**src/rtl/async_fifo_rd_stream.sv**
```systemverilog
// async_fifo_rd_stream: read-domain drain engine that turns FIFO reads into a valid/ready stream
// with a 2-entry credit-managed skid buffer, a transfer counter and an idle flag.
module async_fifo_rd_stream #(
   parameter int DATA_WIDTH = 8,
   parameter int CNT_WIDTH  = 16
) (
   input  logic                  rd_clk,
   input  logic                  rd_rst,
   input  logic                  enable,
   input  logic                  fifo_empty,
   input  logic [DATA_WIDTH-1:0] data_out,
   output logic                  rd_en,
   output logic [DATA_WIDTH-1:0] m_data,
   output logic                  m_valid,
   input  logic                  m_ready,
   output logic [CNT_WIDTH-1:0]  xfer_count,
   output logic                  idle
);
   logic [DATA_WIDTH-1:0] mem [2];
   logic                  head;
   logic                  tail;
   logic                  inflight;
   logic [1:0]            occ;
   logic [1:0]            occ_next;
   logic                  pop;
   // occ_next doubles as the committed credit: a new read is allowed only while it stays below 2
   always_comb begin
      m_valid  = occ != 2'd0;
      m_data   = mem[head];
      idle     = (occ == 2'd0) & ~inflight;
      pop      = m_valid & m_ready;
      occ_next = occ + {1'b0, inflight} - {1'b0, pop};
      rd_en    = rd_rst & enable & ~fifo_empty & (occ_next < 2'd2);
   end
   always_ff @(posedge rd_clk or negedge rd_rst) begin
      if (!rd_rst) begin
         mem[0]     <= '0;
         mem[1]     <= '0;
         head       <= 1'b0;
         tail       <= 1'b0;
         inflight   <= 1'b0;
         occ        <= 2'd0;
         xfer_count <= '0;
      end else begin
         inflight <= rd_en;
         occ      <= occ_next;
         if (inflight) begin
            mem[tail] <= data_out;
            tail      <= ~tail;
         end
         if (pop) begin
            head       <= ~head;
            xfer_count <= xfer_count + 1'b1;
         end
      end
   end
endmodule

```
**config.mk**
```make
export PLATFORM = sky130hd
export DESIGN_NAME = async_fifo_rd_stream
export DESIGN_NICKNAME = d
export VERILOG_FILES = /design/src/rtl/async_fifo_rd_stream.sv
export SDC_FILE = /design/constraint.sdc
export NUM_CORES = 1
export LEC_CHECK = 0
export BUFFER_PORTS_ARGS = -buffer_cell sky130_fd_sc_hd__buf_2
export CAP_MARGIN = 20
export CORE_ASPECT_RATIO = 2
export CORE_MARGIN = 5
export CORE_UTILIZATION = 50
export CTS_BUF_LIST = sky130_fd_sc_hd__clkbuf_4
export CTS_CLUSTER_SIZE = 28
export DETAILED_ROUTE_END_ITERATION = 12
export PLACE_DENSITY = 0.76
export SYNTH_ARGS = -nofsm -noshare
export SYNTH_HDL_FRONTEND = slang
export SYNTH_SLANG_ARGS = --single-unit
```
**constraint.sdc**
```tcl
create_clock -name rd_clk -period 2.9 [get_ports rd_clk]
set_input_delay 0.145 -clock rd_clk [delete_from_list [all_inputs] [get_ports rd_clk]]
set_output_delay 0.145 -clock rd_clk [all_outputs]
set_load 0.05 [all_outputs]
```
Yosys cells after proc, flatten, opt, wreduce, memory -nomap -nowiden
Index checks and enable logic that the tools add are counted.

operators by class
  magnitude comparators = 4
  $add $sub $neg = 3
  muxes and demuxes = 6
  bitwise logic cells = 11
  reductions and logical operators = 3

operators by type and width
  operator                                                                       number
  8-bit 2-to-1 mux                                                               4
  16-bit by 1-bit adder with 16-bit output (second input constant)               1
  16-bit bitwise mux                                                             1
  8-bit demux with 1-bit select                                                  1
  1-bit AND                                                                      5
  2-bit greater-or-equal comparator (second input constant)                      2
  1-bit NOT                                                                      4
  1-bit NOT with 2-bit output                                                    2
  2-bit by 1-bit adder with 2-bit output                                         1
  2-bit zero test                                                                1
  2-bit by 1-bit less-than comparator with 1-bit output (second input constant)  1
  2-bit less-than comparator (second input constant)                             1
  2-bit nonzero test                                                             1
  2-bit by 1-bit subtractor with 2-bit output                                    1
  1-bit logical AND                                                              1

word-level totals
  input bits = 13
  register bits = 37
  output and inout bits = 27

Logic depth before layout (Yosys ltp)
Gate-level depths: netlist of run 1.

  depth after elaboration = 6
  gate-level depth with buffers = 9
  depth with buffers taken out = 9

Least setup slack after synthesis of run 1
Ideal clock, no wire load.

  path type = register to register
  start = register occ[1]
  end = register inflight
  stages on the path, launching flop included = 10
  buffers on the path = 0
  data arrival time = 2.972 ns
  setup time = 0.245 ns
  setup slack = -0.317 ns
  cells stage by stage = dfrtp_1 or2_2 nand2_1 inv_1 ha_1 inv_1 ha_1 xnor2_1 xnor2_1 nor3_1

on the way
  word-level cells in the longest chain between the ends = 5
  elaborated cells between the ends (all ways) = 6
  those cells by class = add/sub (2); order compare (1); bitwise (2); reduce/logical (1)

ends and longest elaborated chain
  element                                      line  text
  start, declared                              23    logic [1:0] occ;
  start signal, assigned                       46    occ <= occ_next;
  2-bit nonzero test                           28    m_valid = occ != 2'd0;
  via m_valid                                  14    output logic m_valid,
  1-bit AND                                    31    pop = m_valid & m_ready;
  via pop                                      25    logic pop;
  2-bit by 1-bit subtractor with 2-bit output  32    occ_next = occ + {1'b0, inflight} - {1'b0, pop};
  via occ_next[1]                              24    logic [1:0] occ_next;
  2-bit less-than comparator                   33    rd_en = rd_rst & enable & ~fifo_empty & (occ_next < 2'd2);
  1-bit AND                                    33
  via rd_en                                    12    output logic rd_en,
  end signal, assigned                         45    inflight <= rd_en;
  end, declared                                22    logic inflight;

The timed path passes the listed nets, and every way through them passes these cells.
A chain may end at the register's enable or synchronous reset.

Worst setup path after layout of run 1
  start = register occ[1]
  end = output port rd_en

on the way
  word-level cells in the longest chain between the ends = 5
  elaborated cells between the ends (all ways) = 6
  those cells by class = add/sub (2); order compare (1); bitwise (2); reduce/logical (1)

ends and longest elaborated chain
  element                                      line
  2-bit nonzero test                           28
  1-bit AND                                    31
  via pop                                      25
  2-bit by 1-bit subtractor with 2-bit output  32
  via occ_next[1]                              24
  2-bit less-than comparator                   33
  1-bit AND                                    33
  end, declared                                12

The timed path passes the listed nets, and every way through them passes these cells.

==> results of run 1 <==
## per-stage QoR
step                cell area (µm²)  utilization [%]
floorplan                      1620                -
global placement               1860             58.8
detailed placement             1860             58.8
CTS                            1930             61.0
global route                   1930             61.2
finish                         1930             61.2
## where the power goes
part | internal (mW) | switching (mW)
registers | 0.703 | 0.171
clock network | 0.0973 | 0.155
logic | 0.371 | 0.746
## metal layers
layer | vias up | share of wire, % | global-route usage, %
li1 | 496 | - | -
met1 | 520 | 36 | 15.4
met2 | 31 | 54 | 26.6
met3 | 9 | 6.3 | 5.12
met4 | 0 | 3.2 | 8.75
met5 | - | 0 | 0
## area by class of cell
class | instances | area, µm² | share of cell area (%)
clock buffers | 6 | 45.0 | 2.33
repair buffers | 42 | 225 | 11.7
flip-flops and latches | 37 | 926 | 48.0
multi-input cells | 77 | 677 | 35.1
clock inverters | 1 | 3.75 | 0.194
inverters | 4 | 15.0 | 0.778
well taps | 31 | 38.8 | 2.01
## state kept, by name, indices dropped and copies added (netlist names)
register    cells
xfer_count     16
occ             2
head            1
mem            16
tail            1
inflight        1
## final timing paths
| check | end | slack (ps) | cells past startpoint |
|---|---|---|---|
| worst max-delay path | rd_en | 160 | 10 |
| worst min-delay path | inflight | 30 | 3 |
| worst max register to register | inflight | 800 | 9 |
| worst min register to register | xfer_count[15] | 480 | 1 |
| max in group asynchronous | mem[6] | 2210 | 3 |
| min in group asynchronous | mem[5] | 370 | 3 |
## worst reg2reg max path, delay by kind of cell, from the launching register on
kind                       cells  cell delay (ps)
and+or+nand+nor                3              670
xor gates and xnor gates       2              350
buffers and inverters          2              100
adders and majority gates      2              450
DFF                            1              460
## kinds of logic after synthesis
kind of cell / after synthesis / synth area share, %
flip-flops: 37 / 57.2
AND/OR/NAND/NOR: 28 / 9.27
multiplexers: 25 / 17.4
XOR/XNOR: 19 / 10.3
buffers and inverters: 6 / 1.47
adder cells (fa/ha/maj): 3 / 2.32
AO/OA/AOI/OAI: 2 / 2.09
## placed cells by master (no fill, tap or decap)
master and instances:
nand4_1 1, and3_1 3, dlygate4sd3_1 2, o2111ai_4 1, nor2_1 3, mux2_2 25
or2_2 1, clkinv_1 1, o211ai_1 1, nand2_1 8, nor3_2 2, nor3_4 1
nor3_1 2, ha_1 3, inv_1 4, xor2_1 7, nor2_2 1, nand2_2 1
buf_2 38, nor2b_1 1, nand3_1 4, buf_4 2, xnor2_1 12, dfrtp_1 37
clkbuf_4 6
## timing repair
item / 4_1_cts / 5_1_grt
resized for setup: 0 / 3
endpoints found under the setup margin: 0 / 1
hold buffers: 2 / 0
hold endpoints to repair: 38 / 0
==> impl_metrics.json, run 1 <==
{
  "ys_seq_area_share_pct": 57.2,
  "avgSynthCellArea_um2": 13.5,
  "syn_to_final_growth_pct": 19.2,
  "whs_ps": 28.3,
  "cp_top_family": "simple AND/OR/NAND/NOR gates",
  "syn_area_mm2": 0.00162,
  "async_reset_ff_share_pct": 100,
  "grt_overflow": 0,
  "start_util_pct": 51.3,
  "antenna_left": 0,
  "hpwl_um": 2350,
  "vias": 1056,
  "syn_inst": 120,
  "drc": 0,
  "htree_levels": 2,
  "total_power_mw": 2.24,
  "maxSlewViolCount": 0,
  "dp_cells": 189,
  "die_h_um": 90.5,
  "synth_most_common_cell": "dfrtp_1",
  "synth_top_area_share_pct": 57.2,
  "cts_buffers": 5,
  "fin_crit_sh_pct": 94.4,
  "crit_fanout": 4,
  "dieArea_mm2": 0.00455,
  "synthTopCellsByCount": "dfrtp_1, mux2_2, xnor2_1, nand2_1, xor2_1",
  "die-width_um": 50.2,
  "drv_cap": 0,
  "drt-wirelength-per-cell_um": 15.7,
  "setup.worst_path.start": "occ[1]",
  "port_buffers": 39,
  "pwr_density_cell_mw_per_mm2": 1160,
  "yosys_warnings": 0,
  "wirelength_um": 3100,
  "cts_tree": "done",
  "finClkSkew_ps": 7.39,
  "setup_viol": 0,
  "synth_area_leader_cell": "dfrtp_1",
  "crit-reg2reg-launch": "occ[1]",
  "drtPass1Iterations": 2,
  "core-area_mm2": 0.00316,
  "cts_setup_buffers": 0,
  "relSlewSlack_pct": 53.3,
  "critPathBufInv": 3,
  "final_cells": 198,
  "worstPathCellList": "or2_2 -> nand2_2 -> inv_1 -> ha_1 -> inv_1 -> ha_1 -> xnor2_1 -> xnor2_1 -> nor3_2 -> buf_4",
  "nets": 183,
  "synth.net_count": 136,
  "place_ws_ps": 462,
  "max_freq_mhz": 365,
  "synth_seq_cells": 37,
  "crit_arrival_ps": 2590,
  "status": "complete, no violations",
  "crit_path_end_kind": "output port",
  "tightest_slew_ps": 699,
  "synth_cell_types": 21,
  "cts_root_buffer": "clkbuf_4",
  "io_pins": 40,
  "clk_pin_slew_ps": 100,
  "fin_setup_tns_ps": 0,
  "gp_congestion": 0.817,
  "synth_area_leaders": "dfrtp_1, mux2_2, xnor2_1",
  "antenna_found_initial": 0,
  "grt_max_degree": 39,
  "critPathRequiredTime_ps": 2760,
  "vdd_drop_max_mv": 0.725,
  "antenna-diode-count": 0,
  "crit_type": "reg -> out",
  "drive_above_1_share_pct": 46.7,
  "period_needed_ps": 2740,
  "synth_ff_type": "dfrtp_1",
  "synth_edf_count": 0,
  "p_leak_nw": 0.973,
  "grt_pass1_vias": 1191,
  "hp-start": "enable",
  "grt_pass1_wl_um": 5380,
  "insertion_delay_ps": 340,
  "cts.sinks": 37,
  "drt_iter0_drc": 3,
  "hp-class": "in -> reg",
  "num_rows": 29,
  "fillCellCount": 273,
  "vias_per_cell": 5.33,
  "grt_use_total_pct": 15.4,
  "start_kind": "flip-flop",
  "cts_buffer_depth": 2,
  "critPathMaxStageDelay_ps": 460,
  "worst_slack_ps": 164,
  "slowest_stage": "dfrtp_1",
  "finalHoldViolCount": 0
}
No activity file was read; power rests on OpenSTA's default activity.
==> run 2, diff against run 1 <==
--- a/config.mk
+++ b/config.mk
@@ -5,7 +5,7 @@
 export SDC_FILE = /design/constraint.sdc
 export NUM_CORES = 1
 export LEC_CHECK = 0
-export BUFFER_PORTS_ARGS = -buffer_cell sky130_fd_sc_hd__buf_2
+export BUFFER_PORTS_ARGS = -buffer_cell sky130_fd_sc_hd__buf_4
 export CAP_MARGIN = 20
 export CORE_ASPECT_RATIO = 2
 export CORE_MARGIN = 5
==> constraint.sdc (replaced) <==
create_clock -name rd_clk -period 2.9 [get_ports rd_clk]
set_input_delay 0.435 -clock rd_clk [delete_from_list [all_inputs] [get_ports rd_clk]]
set_output_delay 0.435 -clock rd_clk [all_outputs]
set_load 0.05 [all_outputs]
==> run 2 against run 1 <==
Against the previous run: via count rose by 1.9%; clock skew rose by 3.3 ps; hold slack improved by 3.2 ps; largest cell class unchanged.
==> impl_metrics.json, run 2 (same netlist as run 1, synthesis figures left out) <==
{
  "crit_path_end_kind": "output port",
  "port_buffers": 39,
  "drtPass1Iterations": 4,
  "drt_iter0_drc": 6,
  "rsz0062_at_grt": "false",
  "final_common_cell": "buf_4",
  "critPathMaxStageDelay_ps": 420,
  "finalHoldViolCount": 0,
  "grt_pass1_vias": 1171,
  "tightest_slew_ps": 722,
  "hp-class": "in -> async",
  "io_pins": 40,
  "p_leak_nw": 1.01,
  "syn_to_final_growth_pct": 28.7,
  "crit_type": "reg -> out",
  "pwr_density_cell_mw_per_mm2": 1160,
  "worst_slack_ps": 114,
  "crit_arrival_ps": 2350,
  "cts.sinks": 37,
  "cts_buffers": 5,
  "cts_root_buffer": "clkbuf_4",
  "maxSlewViolCount": 0,
  "nets": 184,
  "grt_overflow": 0,
  "crit_fanout": 3,
  "setup_viol": 0,
  "cts_tree": "done",
  "top_regs": "mem x16, xfer_count x16, occ x2",
  "relSlewSlack_pct": 51.8,
  "fin_util_pct": 66.0,
  "dieArea_mm2": 0.00455,
  "grt_max_degree": 39,
  "start_kind": "flip-flop",
  "status": "complete, no violations",
  "drt-wirelength-per-cell_um": 15.5,
  "vias": 1076,
  "fin_setup_tns_ps": 0,
  "whs_ps": 31.6,
  "finClkSkew_ps": 10.7,
  "slowest_stage": "dfrtp_1",
  "final_cell_mix": "buf_4, dfrtp_1, mux2_2",
  "clk_pin_slew_ps": 110,
  "gp_congestion": 0.802,
  "cts_hold_repair.buffers": 0,
  "drv_cap": 0,
  "antenna-diode-count": 0,
  "antenna_found_initial": 0,
  "drc": 0,
  "cts_buffer_depth": 2,
  "fillCellCount": 259,
  "antenna_left": 0,
  "hpwl_um": 2320,
  "critical_path.most_common_cell": "xnor2_2",
  "vias_per_cell": 5.38,
  "start_util_pct": 51.3,
  "num_rows": 29,
  "drive_above_1_share_pct": 52.7,
  "critPathRequiredTime_ps": 2470,
  "core-area_mm2": 0.00316,
  "htree_levels": 2,
  "fin_crit_sh_pct": 96.1,
  "period_needed_ps": 2790,
  "die_h_um": 90.5,
  "place_ws_ps": 152,
  "vdd_drop_max_mv": 0.749,
  "worstPathCellList": "or2_4 -> nand2_4 -> inv_2 -> ha_4 -> inv_1 -> ha_2 -> xnor2_2 -> xnor2_2 -> nor3_4 -> buf_6",
  "insertion_delay_ps": 340,
  "grt_pass1_wl_um": 5450,
  "die-width_um": 50.2,
  "wirelength_um": 3110,
  "max_freq_mhz": 359,
  "grt_use_total_pct": 15.7
}
## run 2: per-layer routing
metal  vias to the layer above  GRT usage (%)  share of wire (%)
met5                         -              0                  0
met4                         0           6.56                1.8
met3                         6           7.60                8.0
met2                        40           25.6                 55
met1                       526           16.8                 35
li1                        504              -                  -
## run 2: area by class of cell
| class | count | area (µm²) | share of cell area (%) |
|---|---|---|---|
| Clock buffer | 5 | 37.5 | 1.80 |
| Clock inverter | 3 | 17.5 | 0.841 |
| Inverter | 4 | 15.0 | 0.721 |
| Multi-Input combinational cell | 77 | 721 | 34.6 |
| Sequential cell | 37 | 927 | 44.5 |
| Tap cell | 31 | 38.8 | 1.86 |
| Timing Repair Buffer | 43 | 327 | 15.7 |
## run 2: what timing repair did
action,CTS,global route
resized for setup,7,3
pin swaps,1,6
cloned,0,0
setup buffers,2,2
endpoints found under the setup margin,1,1
## run 2: through the flow
step                      total power [mW]  cells  instance area [µm²]
after floorplan                       1.76    120                 1630
after global placement                2.07    188                 1950
after detailed placement              2.11    188                 1950
after CTS                             2.43    198                 2050
after global routing                  2.59    200                 2080
final                                 2.43    200                 2080
## run 2: worst max-delay path, delay by kind of cell, from the launching register on
kind | cells | cell delay [ps]
DFF | 1 | 420
adders and majority gates | 2 | 420
buffers and inverters | 3 | 270
xor gates and xnor gates | 2 | 350
and+or+nand+nor | 3 | 550
## run 2: path summary, 6_finish.rpt
check	from	depth (start not counted)	end	slack, ps
min in group rd_clk	data_out[3]	2	mem[11]	320
max reg2reg	occ[0]	10	inflight	900
max	occ[0]	10	rd_en	110
max in group asynchronous	rd_rst	1	occ[1]	2530
min	rd_rst	1	mem[12]	30
min reg2reg	xfer_count[15]	1	xfer_count[15]	500
## run 2: where the power goes
part	total, mW	switching, mW	internal [mW]	leakage, nW
Combinational	1.30	0.794	0.510	0.518
Clock	0.261	0.169	0.0914	0.0310
Sequential	0.862	0.159	0.704	0.463
